File: config.mk
export PLATFORM = sky130hd
export DESIGN_NAME = bcd_multichannel_countdown
export DESIGN_NICKNAME = d
export VERILOG_FILES = /design/src/rtl/bcd_timer_pkg.sv /design/src/rtl/bcd_digit_dec.sv /design/src/rtl/bcd_multichannel_countdown.sv
export SDC_FILE = /design/constraint.sdc
export NUM_CORES = 1
export LEC_CHECK = 0
export CAP_MARGIN = 20
export CORE_MARGIN = 2
export CORE_UTILIZATION = 48
export CTS_BUF_LIST = sky130_fd_sc_hd__clkbuf_2 sky130_fd_sc_hd__clkbuf_4 sky130_fd_sc_hd__clkbuf_8
export DETAILED_ROUTE_END_ITERATION = 12
export PLACE_DENSITY = 0.75
export SYNTH_ARGS = -nofsm -noshare
export SYNTH_HDL_FRONTEND = slang
export SYNTH_SLANG_ARGS = --single-unit
File: constraint.sdc
create_clock -name C_CLK -period 3.2 [get_ports C_CLK]
set_input_delay 0.64 -clock C_CLK [delete_from_list [all_inputs] [get_ports C_CLK]]
set_output_delay 0.64 -clock C_CLK [all_outputs]
set_load 0.02 [all_outputs]
File: src/rtl/bcd_timer_pkg.sv
// Shared definitions for the BCD countdown timer family: digit width,
// controller state encoding and a BCD digit validity helper.
package bcd_timer_pkg;

   localparam int BCD_W = 4;

   typedef enum logic [1:0] {
      IDLE  = 2'd0,
      RUN   = 2'd1,
      PAUSE = 2'd2
   } state_t;

   function automatic logic bcd_valid(input logic [BCD_W-1:0] digit);
      return digit <= BCD_W'(9);
   endfunction

endpackage

File: src/rtl/bcd_digit_dec.sv
// One BCD digit of a ripple-borrow decrementer; a digit at 0 wraps to 9
// and passes the borrow on to the next more significant digit.
module bcd_digit_dec
   import bcd_timer_pkg::*;
(
   input  logic [BCD_W-1:0] digit,
   input  logic             borrow_in,
   output logic [BCD_W-1:0] digit_next,
   output logic             borrow_out
);

   always_comb begin
      digit_next = digit;
      borrow_out = 1'b0;
      if (borrow_in) begin
         if (digit == '0) begin
            digit_next = BCD_W'(9);
            borrow_out = 1'b1;
         end else begin
            digit_next = digit - 1'b1;
         end
      end
   end

endmodule

File: src/rtl/bcd_multichannel_countdown.sv
// Multi-channel BCD lane timer: loads a validated preset from a one-hot
// selected channel and counts it down once per prescaled tick.
module bcd_multichannel_countdown
   import bcd_timer_pkg::*;
#(
   parameter int DIGITS   = 2,
   parameter int CHANNELS = 4,
   parameter int TICK_DIV = 50000000
) (
   input  logic                         C_CLK,
   input  logic                         RST,
   input  logic                         C_EN,
   input  logic                         start,
   input  logic                         auto_reload,
   input  logic [CHANNELS-1:0]          ch_sel,
   input  logic [CHANNELS*DIGITS*4-1:0] preset_bus,
   output logic [DIGITS*4-1:0]          remaining,
   output logic                         C_out,
   output logic                         busy,
   output logic                         err,
   output logic [CHANNELS-1:0]          active_ch
);

   localparam int VAL_W = DIGITS * BCD_W;
   localparam int PRE_W = (TICK_DIV > 1) ? $clog2(TICK_DIV) : 1;
   localparam logic [PRE_W-1:0] PRE_LAST = PRE_W'(TICK_DIV - 1);

   state_t           state;
   logic [PRE_W-1:0] prescaler;
   logic [VAL_W-1:0] preset_latch;
   logic [VAL_W-1:0] sel_preset;
   logic [VAL_W-1:0] dec_value;
   logic [DIGITS:0]  borrow;
   logic             sel_valid;
   logic             accept;
   logic             tick;
   logic             at_zero;

   // A start is only honoured for a single selected lane whose preset is all-BCD.
   always_comb begin
      sel_preset = '0;
      for (int k = 0; k < CHANNELS; k++) begin
         if (ch_sel[k]) begin
            sel_preset = sel_preset | preset_bus[k*VAL_W +: VAL_W];
         end
      end
      sel_valid = $onehot(ch_sel);
      for (int d = 0; d < DIGITS; d++) begin
         if (!bcd_valid(sel_preset[d*BCD_W +: BCD_W])) begin
            sel_valid = 1'b0;
         end
      end
   end

   assign accept = start && sel_valid;
   assign tick   = (state != IDLE) && C_EN && (prescaler == PRE_LAST);

   // Borrow ripples out of the top digit exactly when every digit is zero.
   assign borrow[0] = 1'b1;
   assign at_zero   = borrow[DIGITS];

   for (genvar g = 0; g < DIGITS; g++) begin : g_dec
      bcd_digit_dec u_dec (
         .digit      (remaining[g*BCD_W +: BCD_W]),
         .borrow_in  (borrow[g]),
         .digit_next (dec_value[g*BCD_W +: BCD_W]),
         .borrow_out (borrow[g+1])
      );
   end

   always_ff @(posedge C_CLK) begin
      if (!RST) begin
         state        <= IDLE;
         prescaler    <= '0;
         preset_latch <= '0;
         remaining    <= '0;
         C_out        <= 1'b0;
         busy         <= 1'b0;
         err          <= 1'b0;
         active_ch    <= '0;
      end else begin
         C_out <= 1'b0;
         err   <= 1'b0;
         if (accept) begin
            remaining    <= sel_preset;
            preset_latch <= sel_preset;
            active_ch    <= ch_sel;
            prescaler    <= '0;
            state        <= C_EN ? RUN : PAUSE;
            busy         <= 1'b1;
         end else begin
            if (start) begin
               err <= 1'b1;
            end
            case (state)
               IDLE: begin
               end
               default: begin
                  state <= C_EN ? RUN : PAUSE;
                  if (tick) begin
                     prescaler <= '0;
                     if (at_zero) begin
                        C_out <= 1'b1;
                        if (auto_reload) begin
                           remaining <= preset_latch;
                        end else begin
                           state <= IDLE;
                           busy  <= 1'b0;
                        end
                     end else begin
                        remaining <= dec_value;
                     end
                  end else if (C_EN) begin
                     prescaler <= prescaler + 1'b1;
                  end
               end
            endcase
         end
      end
   end

endmodule

==> results.md, run 1 <==
* Seq/Total Area, Yosys at 37.2%
* CP Max Fanout at 11
* Clock Skew at 0.00564 ns
* Final period util at 91.7%
* Combinational power share at 16.5%
* Routed vias/inst at 5.84
* RSZ-0062 raised after global routing: false
* FILL cells at 489
* Vias at 2662
* Largest delay contributor family on the critical path: adder cells
* CTS Buf Count at 5
* Drc violations at 0
* Yosys Warn Count at 0
* Syn_nets at 368
* Final hold vios at 0
* Critical path startpoint category: input pin
* Post-DP Area at 3460 um^2
* Final setup viols at 0
* Clock transition at path regs at 0.09 ns
* Die W at 79.6 um
* Initial antenna violation count at 0
* Setup TNS at 0 ns
* Worst-case clock buffer depth at 2
* Hold Crit Class: reg -> reg
* Final Cell Area at 3580 um^2
* Worst-Skew Late Latency at 0.30 ns
* Mean area per synthesized cell at 8.50 um^2
* Pin slew with the least headroom to its limit at 0.705 ns
* CP max stage cell: fa_1
* Clk sink count at 51
* Fin. max-slew vios at 0
* H-tree levels at 2
* Synthesis-to-layout area growth at 30.3%
* Post-place setup slack at -0.0578 ns
* Maximum VDD drop at 0.000208 V
* CP Capture Type: register
* Hold_buf cts at 0
* NumNets Final at 428
* LEAKAGE at 1.40 nW
* Unique cell type count in the Yosys netlist at 48
* Status: complete, no violations
* Initial DRC Count at 175
* Global-route wire length before repair at 11800 um
* Int Pwr at 1.01 mW
* Worst Path Required at 3.41 ns
* Core ar. at 5510 um^2
* Routed length per instance at 15.4 um
* Largest net degree at the start of global routing at 33
* Flop pwr share at 48.6%
* Share of cells above drive strength 1 at 10.2%
* GPL Wtd Cong at 0.846
* Fmax at 341 MHz
* EDFF count, synth at 0
* Post-layout worst setup margin at 0.264 ns
* Async set-reset flop share out of synthesis at 0%
* Netlist Area Pre-Place at 2750 um^2
* Critical path's largest stage delay at 0.52 ns
* Min Tclk post-route at 2.94 ns
* NetSw at 329 uW
* Crit path DAT at 3.14 ns
* # port buffers at 55
* Top Ports at 56
* Rel. slew slack at 52.6%
* Top_reg_cell synth: dfxtp_1
* Number of global-route vias before repair at 2499
* Crit-path cells: clkdlybuf4s50_1 > inv_1 > fa_1 > inv_1 > ha_1 > ha_1 > nor4bb_1 > buf_4 > nand4_1 > o211a_1
* Ant. Diodes at 0
* Root Driver: clkbuf_8
* CTS resizes at 0
* Sw frac at 24.6%
* Die area at 6340 um^2
* Utilization after layout at 65.0%
* CTS tree: done
* PD cells at 373 nW/um^2
* DP Wirelength at 5180 um
* Die extent in y at 79.6 um
* Gate Count Post-Synth at 323
* Routed WL at 7010 um
* DRT Pass-1 Iters at 4
* Critical path type: in -> reg
* Max_cap viols at 0
* GRT Util Overall at 23.3%
* Setup bufs post-CTS at 0
* Core Rows at 27
* Remaining global-route overflow at 0
* CP Buf/Inv Count at 4
* Initial core utilization at 49.9%
* Seq cells post-synth at 51
* Antenna-violating nets left at 0
* Clk pwr share at 35.0%
## cell usage after synthesis (3+ instances only)
cell / count / share of area [%]
a22oi_1: 12 / 3.3
and2_1: 6 / 1.4
o31ai_1: 6 / 1.6
ha_1: 3 / 1.4
nand4_1: 21 / 4.8
dfxtp_1: 51 / 37
clkbuf_1: 19 / 2.6
and3_1: 8 / 1.8
nor4_1: 3 / 0.68
xnor2_1: 3 / 0.96
xor2_1: 20 / 6.4
nand2_1: 30 / 4.1
o21ai_0: 7 / 1.3
nor3_1: 33 / 6.0
inv_1: 12 / 1.6
a31oi_1: 6 / 1.4
nor2_1: 8 / 1.1
mux2i_1: 4 / 1.5
a211oi_1: 8 / 2.2
a21oi_1: 12 / 2.2
o211a_1: 3 / 1.1
nand3_1: 9 / 1.6
o22ai_1: 5 / 1.1
## layer usage
metal	track usage [%]	vias up	part of all wire, %
li1	-	1329	-
met4	6.21	0	0.43
met2	39.0	90	48
met3	3.85	2	5.7
met5	0	-	0
met1	31.2	1241	45
## worst paths after layout
check | depth (start not counted) | slack (ns) | end | startpoint
worst max-delay path | 10 | 0.26 | preset_latch[0] | ch_sel[0]
worst min-delay path | 2 | 0.45 | preset_latch[3] | preset_latch[3]
worst min register to register | 2 | 0.45 | preset_latch[3] | preset_latch[3]
worst max register to register | 5 | 0.90 | remaining[4] | remaining[3]
## power by group through the flow
stage               logic (mW)  registers (mW)  clock network, mW
CTS                      0.220           0.649              0.474
global placement         0.218           0.663                  0
detailed placement       0.219           0.664                  0
global route             0.240           0.650              0.497
floorplan                0.107           0.667                  0
finish                   0.220           0.649              0.467
## state kept, by name, summed over array words and instances, names as in the netlist
register / count
remaining: 8
preset_latch: 8
err: 1
prescaler: 26
C_out: 1
state: 2
active_ch: 4
busy: 1
## placed cells by master (no fill, tap or decap), types with 7 or more instances in the layout
| cell | n |
|---|---|
| a211oi_1 | 8 |
| nand3_1 | 9 |
| clkdlybuf4s50_1 | 55 |
| nand2_1 | 30 |
| nor3_1 | 32 |
| o21ai_0 | 7 |
| and3_1 | 8 |
| xor2_1 | 20 |
| a22oi_1 | 12 |
| dfxtp_1 | 51 |
| a21oi_1 | 12 |
| nand4_1 | 21 |
| inv_1 | 12 |
| nor2_1 | 8 |
| buf_4 | 18 |
## worst min-delay path: stages (launching register included)
cell and delay, ns:
dfxtp_1 0.32, inv_1 0.05, a21oi_1 0.05
## cells by family (layout without fill, tap and decap cells)
family / after synthesis / in the layout / share of synthesized area [%]
compound gates: 72 / 72 / 18.4
xor+xnor: 23 / 23 / 7.34
fa+ha+maj: 4 / 4 / 2.10
buf+inv: 34 / 95 / 5.51
flops: 51 / 51 / 37.2
mux: 5 / 5 / 1.87
simple gates: 134 / 134 / 27.7
## final cells by class
| class | count | area [um^2] | area share [%] |
|---|---|---|---|
| multi-input cells | 238 | 1580 | 44.1 |
| flip-flops and latches | 51 | 1020 | 28.5 |
| repair buffers | 75 | 726 | 20.3 |
| well taps | 72 | 90.1 | 2.52 |
| clock buffers | 6 | 82.6 | 2.31 |
| inverters | 12 | 45.0 | 1.26 |
| clock inverters | 2 | 35.0 | 0.979 |
## stage by stage
step | hold slack [ns] | power, mW | cells
final | 0.453 | 1.34 | 456
after detailed placement | 0.437 | 0.883 | 448
after global routing | 0.469 | 1.39 | 456
after floorplan | 0.426 | 0.774 | 323
after CTS | 0.450 | 1.34 | 456
after global placement | 0.430 | 0.881 | 448
Note: power is estimated with default switching activity, not from simulation.
==> run 2, diff against run 1 <==
--- a/config.mk
+++ b/config.mk
@@ -6,7 +6,6 @@
 export NUM_CORES = 1
 export LEC_CHECK = 0
 export CAP_MARGIN = 20
-export CORE_MARGIN = 2
 export CORE_UTILIZATION = 48
 export CTS_BUF_LIST = sky130_fd_sc_hd__clkbuf_2 sky130_fd_sc_hd__clkbuf_4 sky130_fd_sc_hd__clkbuf_8
 export DETAILED_ROUTE_END_ITERATION = 12
==> results.md, run 2 (synthesis gave the netlist of run 1 again) <==
* Ant. Diodes at 0 (unchanged)
* Number of global-route vias before repair at 2578 (+3.2%)
* Status: complete, no violations
* H-tree levels at 2 (unchanged)
* DRT Pass-1 Iters at 4 (unchanged)
* Rel. slew slack at 48.6% (-4.0 points)
* Critical path type: in -> reg
* Worst-case clock buffer depth at 2 (unchanged)
* PD cells at 391 nW/um^2 (+4.6%)
* CP Capture Type: register
* Final setup viols at 0 (unchanged)
* Most common cell after layout, fill and taps aside: clkdlybuf4s50_1
* Global-route wire length before repair at 11900 um (+0.46%)
* RSZ-0062 raised after global routing: false
* Setup bufs post-CTS at 0 (unchanged)
* GPL Wtd Cong at 0.806 (-4.8%)
* Maximum VDD drop at 0.000202 V (-2.9%)
* GRT Util Overall at 24.6% (+1.3 points)
* Post-DP Area at 3470 um^2 (+0.22%)
* Critical path startpoint category: input pin
* FILL cells at 482 (-1.4%)
* Worst Path Required at 3.46 ns (+0.05 ns)
* Synthesis-to-layout area growth at 31.3%
* CTS tree: done
* CP Buf/Inv Count at 4 (unchanged)
* CTS resizes at 0 (unchanged)
* LEAKAGE at 1.41 nW (+1.0%)
* Final hold vios at 0 (unchanged)
* Final period util at 92.4% (+0.63 points)
* Post-route insts no fill at 457 (+0.22%)
* Worst-Skew Late Latency at 0.31 ns (about the same)
* Hold_buf cts at 0 (unchanged)
* Clk sink count at 51 (unchanged)
* Clock Skew at 0.0115 ns (+0.00589 ns)
* Min Tclk post-route at 2.96 ns (+0.0202 ns)
* # port buffers at 55 (unchanged)
* Routed length per instance at 15.4 um (about the same)
* Biggest register: prescaler
* DP Cell Count at 449 (+0.22%)
* CTS Buf Count at 5 (unchanged)
* Clock transition at path regs at 0.10 ns (about the same)
* Final Cell Area at 3600 um^2 (+0.73%)
* Root Driver: clkbuf_8
* Commonest non-fill, non-tap cells in the layout: 55 x clkdlybuf4s50_1, 51 x dfxtp_1, 32 x nor3_1, 30 x nand2_1, 21 x nand4_1
* Largest regs: prescaler: 26 flops, preset_latch: 8 flops, remaining: 8 flops
* Crit-path cells: clkdlybuf4s50_1 > inv_1 > fa_1 > inv_1 > ha_1 > ha_1 > nand4bb_1 > nor3_2 > buf_4 > o211a_1
* Die extent in y at 77.6 um (-2.5%)
* CP Max Fanout at 6 (-5)
* Hold Crit Class: reg -> reg
* Top Ports at 56 (unchanged)
* Hold_ws at 0.452 ns (-0.000263 ns)
* Post-place setup slack at -0.0670 ns (-0.00918 ns)
* Die W at 77.6 um (-2.5%)
* DP Wirelength at 5210 um (+0.71%)
* Initial core utilization at 49.9% (unchanged)
* Initial antenna violation count at 0 (unchanged)
* Pin slew with the least headroom to its limit at 0.765 ns (+0.0597 ns)
* Initial DRC Count at 126 (-28%)
* Remaining global-route overflow at 0 (unchanged)
* Fin. max-slew vios at 0 (unchanged)
* Crit path DAT at 3.21 ns (+0.07 ns)
* Core ar. at 5510 um^2 (unchanged)
* Max_cap viols at 0 (unchanged)
* Antenna-violating nets left at 0 (unchanged)
* Core Rows at 27 (unchanged)
* Max reg flops at 26 (unchanged)
* Post-layout worst setup margin at 0.244 ns (-0.0202 ns)
* Fmax at 338 MHz (-0.68%)
* Largest delay contributor family on the critical path: adder cells
* Critical path's largest stage delay at 0.53 ns (about the same)
* Vias at 2670 (+0.30%)
* Die area at 6030 um^2 (-5.0%)
* Drc violations at 0 (unchanged)
* Largest net degree at the start of global routing at 27 (-18%)
* CP max stage cell: fa_1
* Share of cells above drive strength 1 at 10.4% (+0.23 points)
* Routed vias/inst at 5.84 (about the same)
* NumNets Final at 429 (+0.23%)
* Routed WL at 7030 um (+0.29%)
-- run 2: per-layer routing --
layer | up-vias | share of wire, % | global-route usage (%)
met1 | 1246 | 46 | 30.8
met2 | 88 | 48 | 42.8
met3 | 11 | 5.2 | 3.88
met5 | - | 0 | 0
met4 | 0 | 1.5 | 8.30
li1 | 1325 | - | -
-- run 2: stage by stage --
stage | utilization [%] | setup TNS (ns) | total power, mW
after floorplan | - | -0.376 | 0.774
after global placement | 63.0 | -0.00198 | 0.880
after detailed placement | 63.0 | -1.03 | 0.883
after CTS | 65.5 | 0 | 1.42
after global routing | 65.5 | 0 | 1.46
final | 65.5 | 0 | 1.41
-- run 2: worst reg2reg max path: cells and delay by family (launching register included) --
| kind | cells | cell delay (ns) |
|---|---|---|
| flip-flops | 1 | 0.31 |
| multiplexers | 1 | 0.29 |
| buffers and inverters | 1 | 0.16 |
| AO/OA/AOI/OAI | 2 | 0.37 |
| AND/OR/NAND/NOR | 2 | 1.20 |
-- run 2: power by group --
| group | internal, mW | switching (mW) | leakage [nW] |
|---|---|---|---|
| Combinational | 0.112 | 0.110 | 0.931 |
| Sequential | 0.642 | 0.00668 | 0.411 |
| Clock | 0.321 | 0.216 | 0.0688 |
-- run 2: cell type report --
class / instances / area, um^2 / share of cell area, %
multi-input combinational: 238 / 1580 / 43.8
sequential: 51 / 1020 / 28.3
inverter: 12 / 45.0 / 1.25
clock buffer: 6 / 76.3 / 2.12
timing repair buffer: 76 / 733 / 20.3
tap: 72 / 90.1 / 2.50
clock inverter: 2 / 60.1 / 1.67
-- run 2: final timing paths --
| kind | end | start | slack, ns | depth (start not counted) |
|---|---|---|---|---|
| worst min register to register | preset_latch[3] | preset_latch[3] | 0.45 | 2 |
| worst max register to register | remaining[4] | remaining[0] | 0.76 | 6 |
| worst min-delay path | preset_latch[3] | preset_latch[3] | 0.45 | 2 |
| worst max-delay path | remaining[4] | ch_sel[0] | 0.24 | 10 |
==> run 3, diff against run 2 <==
--- a/config.mk
+++ b/config.mk
@@ -6,10 +6,11 @@
 export NUM_CORES = 1
 export LEC_CHECK = 0
 export CAP_MARGIN = 20
-export CORE_UTILIZATION = 48
+export CORE_UTILIZATION = 53
 export CTS_BUF_LIST = sky130_fd_sc_hd__clkbuf_2 sky130_fd_sc_hd__clkbuf_4 sky130_fd_sc_hd__clkbuf_8
 export DETAILED_ROUTE_END_ITERATION = 12
-export PLACE_DENSITY = 0.75
+export PLACE_DENSITY = 0.79
 export SYNTH_ARGS = -nofsm -noshare
 export SYNTH_HDL_FRONTEND = slang
+export SYNTH_HIERARCHICAL = 1
 export SYNTH_SLANG_ARGS = --single-unit
==> constraint.sdc (replaced) <==
create_clock -name C_CLK -period 2.9 [get_ports C_CLK]
set_input_delay 0.58 -clock C_CLK [delete_from_list [all_inputs] [get_ports C_CLK]]
set_output_delay 0.58 -clock C_CLK [all_outputs]
set_load 0.02 [all_outputs]
==> results.md, run 3 <==
* Most frequent cell after synthesis: dfxtp_1
* Post-route insts no fill at 457 (unchanged)
* Clk pwr share at 31.6% (-6.5 points)
* Routed vias/inst at 5.37 (-8.1%)
* Worst Path Required at 3.09 ns (-0.37 ns)
* Largest delay contributor family on the critical path: simple AND/OR/NAND/NOR gates
* CP Capture Type: register
* Sw frac at 24.4% (+0.81 points)
* Initial antenna violation count at 0 (unchanged)
* Clock Skew at 0.00842 ns (-0.00312 ns)
* Hold Crit Class: reg -> reg
* Most common cell after layout, fill and taps aside: clkdlybuf4s50_1
* RSZ-0062 raised after global routing: false
* Largest net degree at the start of global routing at 25 (-7.4%)
* CP max stage cell: fa_1
* Max_cap viols at 0 (unchanged)
* Rel. slew slack at 59.8% (+11 points)
* Clk sink count at 51 (unchanged)
* Synth top area share at 37.5% (+0.29 points)
* Critical path's largest stage delay at 0.52 ns (about the same)
* GRT Util Overall at 26.1% (+1.4 points)
* Ant. Diodes at 0 (unchanged)
* Top Ports at 56 (unchanged)
* Initial DRC Count at 139 (+10%)
* Busiest grt layer: met2
* Vias at 2454 (-8.1%)
* LEAKAGE at 1.40 nW (-0.82%)
* Top post-synthesis cells by count: 51 x dfxtp_1, 42 x nor2_1, 26 x nand2_1
* Setup TNS at 0 ns (unchanged)
* Clock transition at path regs at 0.09 ns (about the same)
* CTS tree: done
* Fin. max-slew vios at 0 (unchanged)
* Yosys Warn Count at 6 (+6)
* Final hold vios at 0 (unchanged)
* Crit-path cells: buf_6 > inv_2 > fa_1 > inv_1 > ha_2 > ha_4 > or4bb_1 > or3_4 > buf_12 > buf_8 > buf_8 > nand2_4 > nor3_2
* Core ar. at 4850 um^2 (-12%)
* Die area at 5430 um^2 (-9.9%)
* CP Buf/Inv Count at 6 (+2)
* Cell accounting for the most synthesized area: dfxtp_1
* GPL Wtd Cong at 0.790 (-1.9%)
* Die extent in y at 73.7 um (-5.1%)
* Max reg flops at 26 (unchanged)
* Status: complete, no violations
* Async set-reset flop share out of synthesis at 0% (unchanged)
* Core Rows at 25 (-7.4%)
* NetSw at 333 uW (+0.12%)
* Min Tclk post-route at 2.84 ns
* Met1 Use GR at 36.6% (+5.7 points)
* Antenna-violating nets left at 0 (unchanged)
* Routed length per instance at 14.0 um (-8.7%)
* Gate Count Post-Synth at 317 (-1.9%)
* CP Max Fanout at 8 (+2)
* Maximum VDD drop at 0.000197 V (-2.3%)
* Synthesis-to-layout area growth at 34.2%
* Pin slew with the least headroom to its limit at 0.598 ns (-0.167 ns)
* Fmax at 352 MHz
* Worst-case clock buffer depth at 2 (unchanged)
* Met2 Usage GRT at 40.4% (-2.5 points)
* Seq/Total Area, Yosys at 37.5% (+0.29 points)
* Top_reg_cell synth: dfxtp_1
* Initial core utilization at 56.2% (+6.3 points)
* Number of global-route vias before repair at 2344 (-9.1%)
* Biggest register: prescaler
* H-tree levels at 2 (unchanged)
* Crit path DAT at 3.03 ns (-0.18 ns)
* Remaining global-route overflow at 0 (unchanged)
* Drc violations at 0 (unchanged)
* Unique cell type count in the Yosys netlist at 46 (-4.2%)
* Int Pwr at 1.03 mW (-4.2%)
* Critical path's most frequent cell: buf_8
* DRT Pass-1 Iters at 4 (unchanged)
* Netlist Area Pre-Place at 2730 um^2 (-0.77%)
* Root Driver: clkbuf_8
* Worst-Skew Late Latency at 0.31 ns (about the same)
* Routed WL at 6420 um (-8.7%)
* Final setup viols at 0 (unchanged)
* Flop pwr share at 52.4% (+6.3 points)
* Hold_buf cts at 0 (unchanged)
* Die W at 73.7 um (-5.1%)
* DP Wirelength at 4680 um (-10%)
* Global-route wire length before repair at 10900 um (-8.2%)
* Seq cells post-synth at 51 (unchanged)
* Combinational power share at 16.0% (+0.2 points)
* Grt met3 use at 5.08% (+1.2 points)
* EDFF count, synth at 0 (unchanged)
* NumNets Final at 434 (+1.2%)
* # port buffers at 55 (unchanged)
* Final period util at 97.8%
* CTS Buf Count at 5 (unchanged)
* Critical path startpoint category: input pin
* DP Cell Count at 444 (-1.1%)
* PD cells at 373 nW/um^2 (-4.6%)
* Largest regs: prescaler: 26 flops, preset_latch: 8 flops, remaining: 8 flops
* Commonest non-fill, non-tap cells in the layout: 52 x clkdlybuf4s50_1, 51 x dfxtp_1, 42 x nor2_1, 25 x nand2_1
* Critical path type: in -> reg
* Worst reg2reg setup slack at 0.63 ns (-0.13 ns)
* Mean area per synthesized cell at 8.60 um^2 (+1.1%)
* Area contributors post-synth: dfxtp_1 37%, xor2_1 6.7%, nor2_1 5.8%, mux2i_1 4.4%, a21boi_1 4.4%
* Share of cells above drive strength 1 at 14.1% (+3.7 points)
-- run 3: timing repair --
| action | 4_1_cts | 5_1_grt |
|---|---|---|
| setup buffers | 6 | 0 |
| setup endpoints to repair | 51 | 47 |
| endpoints found under the hold margin | 0 | 0 |
| gates resized for setup | 41 | 1 |
| pin swaps | 10 | 5 |
-- run 3: worst reg2reg max path, cell delays in order, from the launching register on --
cell	delay [ns]
dfxtp_1	0.40
nor4_1	0.37
buf_4	0.19
nand2b_4	0.07
nor4_2	0.25
nand2b_1	0.15
or4b_1	0.19
buf_4	0.20
and2_0	0.18
o21ai_2	0.07
a21boi_1	0.13
-- run 3: kinds of logic after synthesis --
family,share of synthesized area [%]
and+or+nand+nor,27.1
xor gates and xnor gates,9.00
muxes,4.41
adders and majority gates,2.11
DFF,37.5
other,0.138
AOI/OAI and AO/OA,15.1
buffers and inverters,4.73
-- run 3: final timing paths --
check	from	endpoint	cells past startpoint
hold / removal	preset_latch[7]	preset_latch[7]	2
setup / recovery	ch_sel[1]	C_out	13
setup reg to reg	remaining[1]	remaining[7]	10
hold reg to reg	preset_latch[7]	preset_latch[7]	2
-- run 3: through the flow --
stage,area (um^2),power (mW),setup slack [ns],util (%),hold slack (ns)
floorplan,2770,0.834,-0.212,-,0.430
global placement,3440,0.930,-0.671,71.0,0.444
detailed placement,3440,0.935,-0.795,71.0,0.459
CTS,3660,1.37,-0.0171,75.5,0.471
global route,3660,1.42,0.00499,75.4,0.489
finish,3660,1.36,0.0630,75.4,0.468
-- run 3: layer usage --
layer	share of wire [%]	vias to the layer above
li1	-	1244
met1	49	1141
met2	45	58
met3	4.8	11
met4	1.5	0
met5	0	-
-- run 3: cell type report --
type / instances / area, um^2
Tap cell: 67 / 83.8
Fill cell: 382 / 1190
Timing Repair Buffer: 81 / 797
Multi-Input combinational cell: 244 / 1630
Clock buffer: 6 / 82.6
Sequential cell: 51 / 1020
Clock inverter: 2 / 16.3
Inverter: 6 / 25.0
-- run 3: power groups by stage --
stage          Clock [mW]  Combinational (mW)  Sequential [mW]
6_report            0.431               0.218            0.714
5_1_grt             0.469               0.236            0.715
4_1_cts             0.436               0.218            0.714
3_5_place_dp            0               0.205            0.730
3_3_place_gp            0               0.201            0.730
2_1_floorplan           0              0.0997            0.734
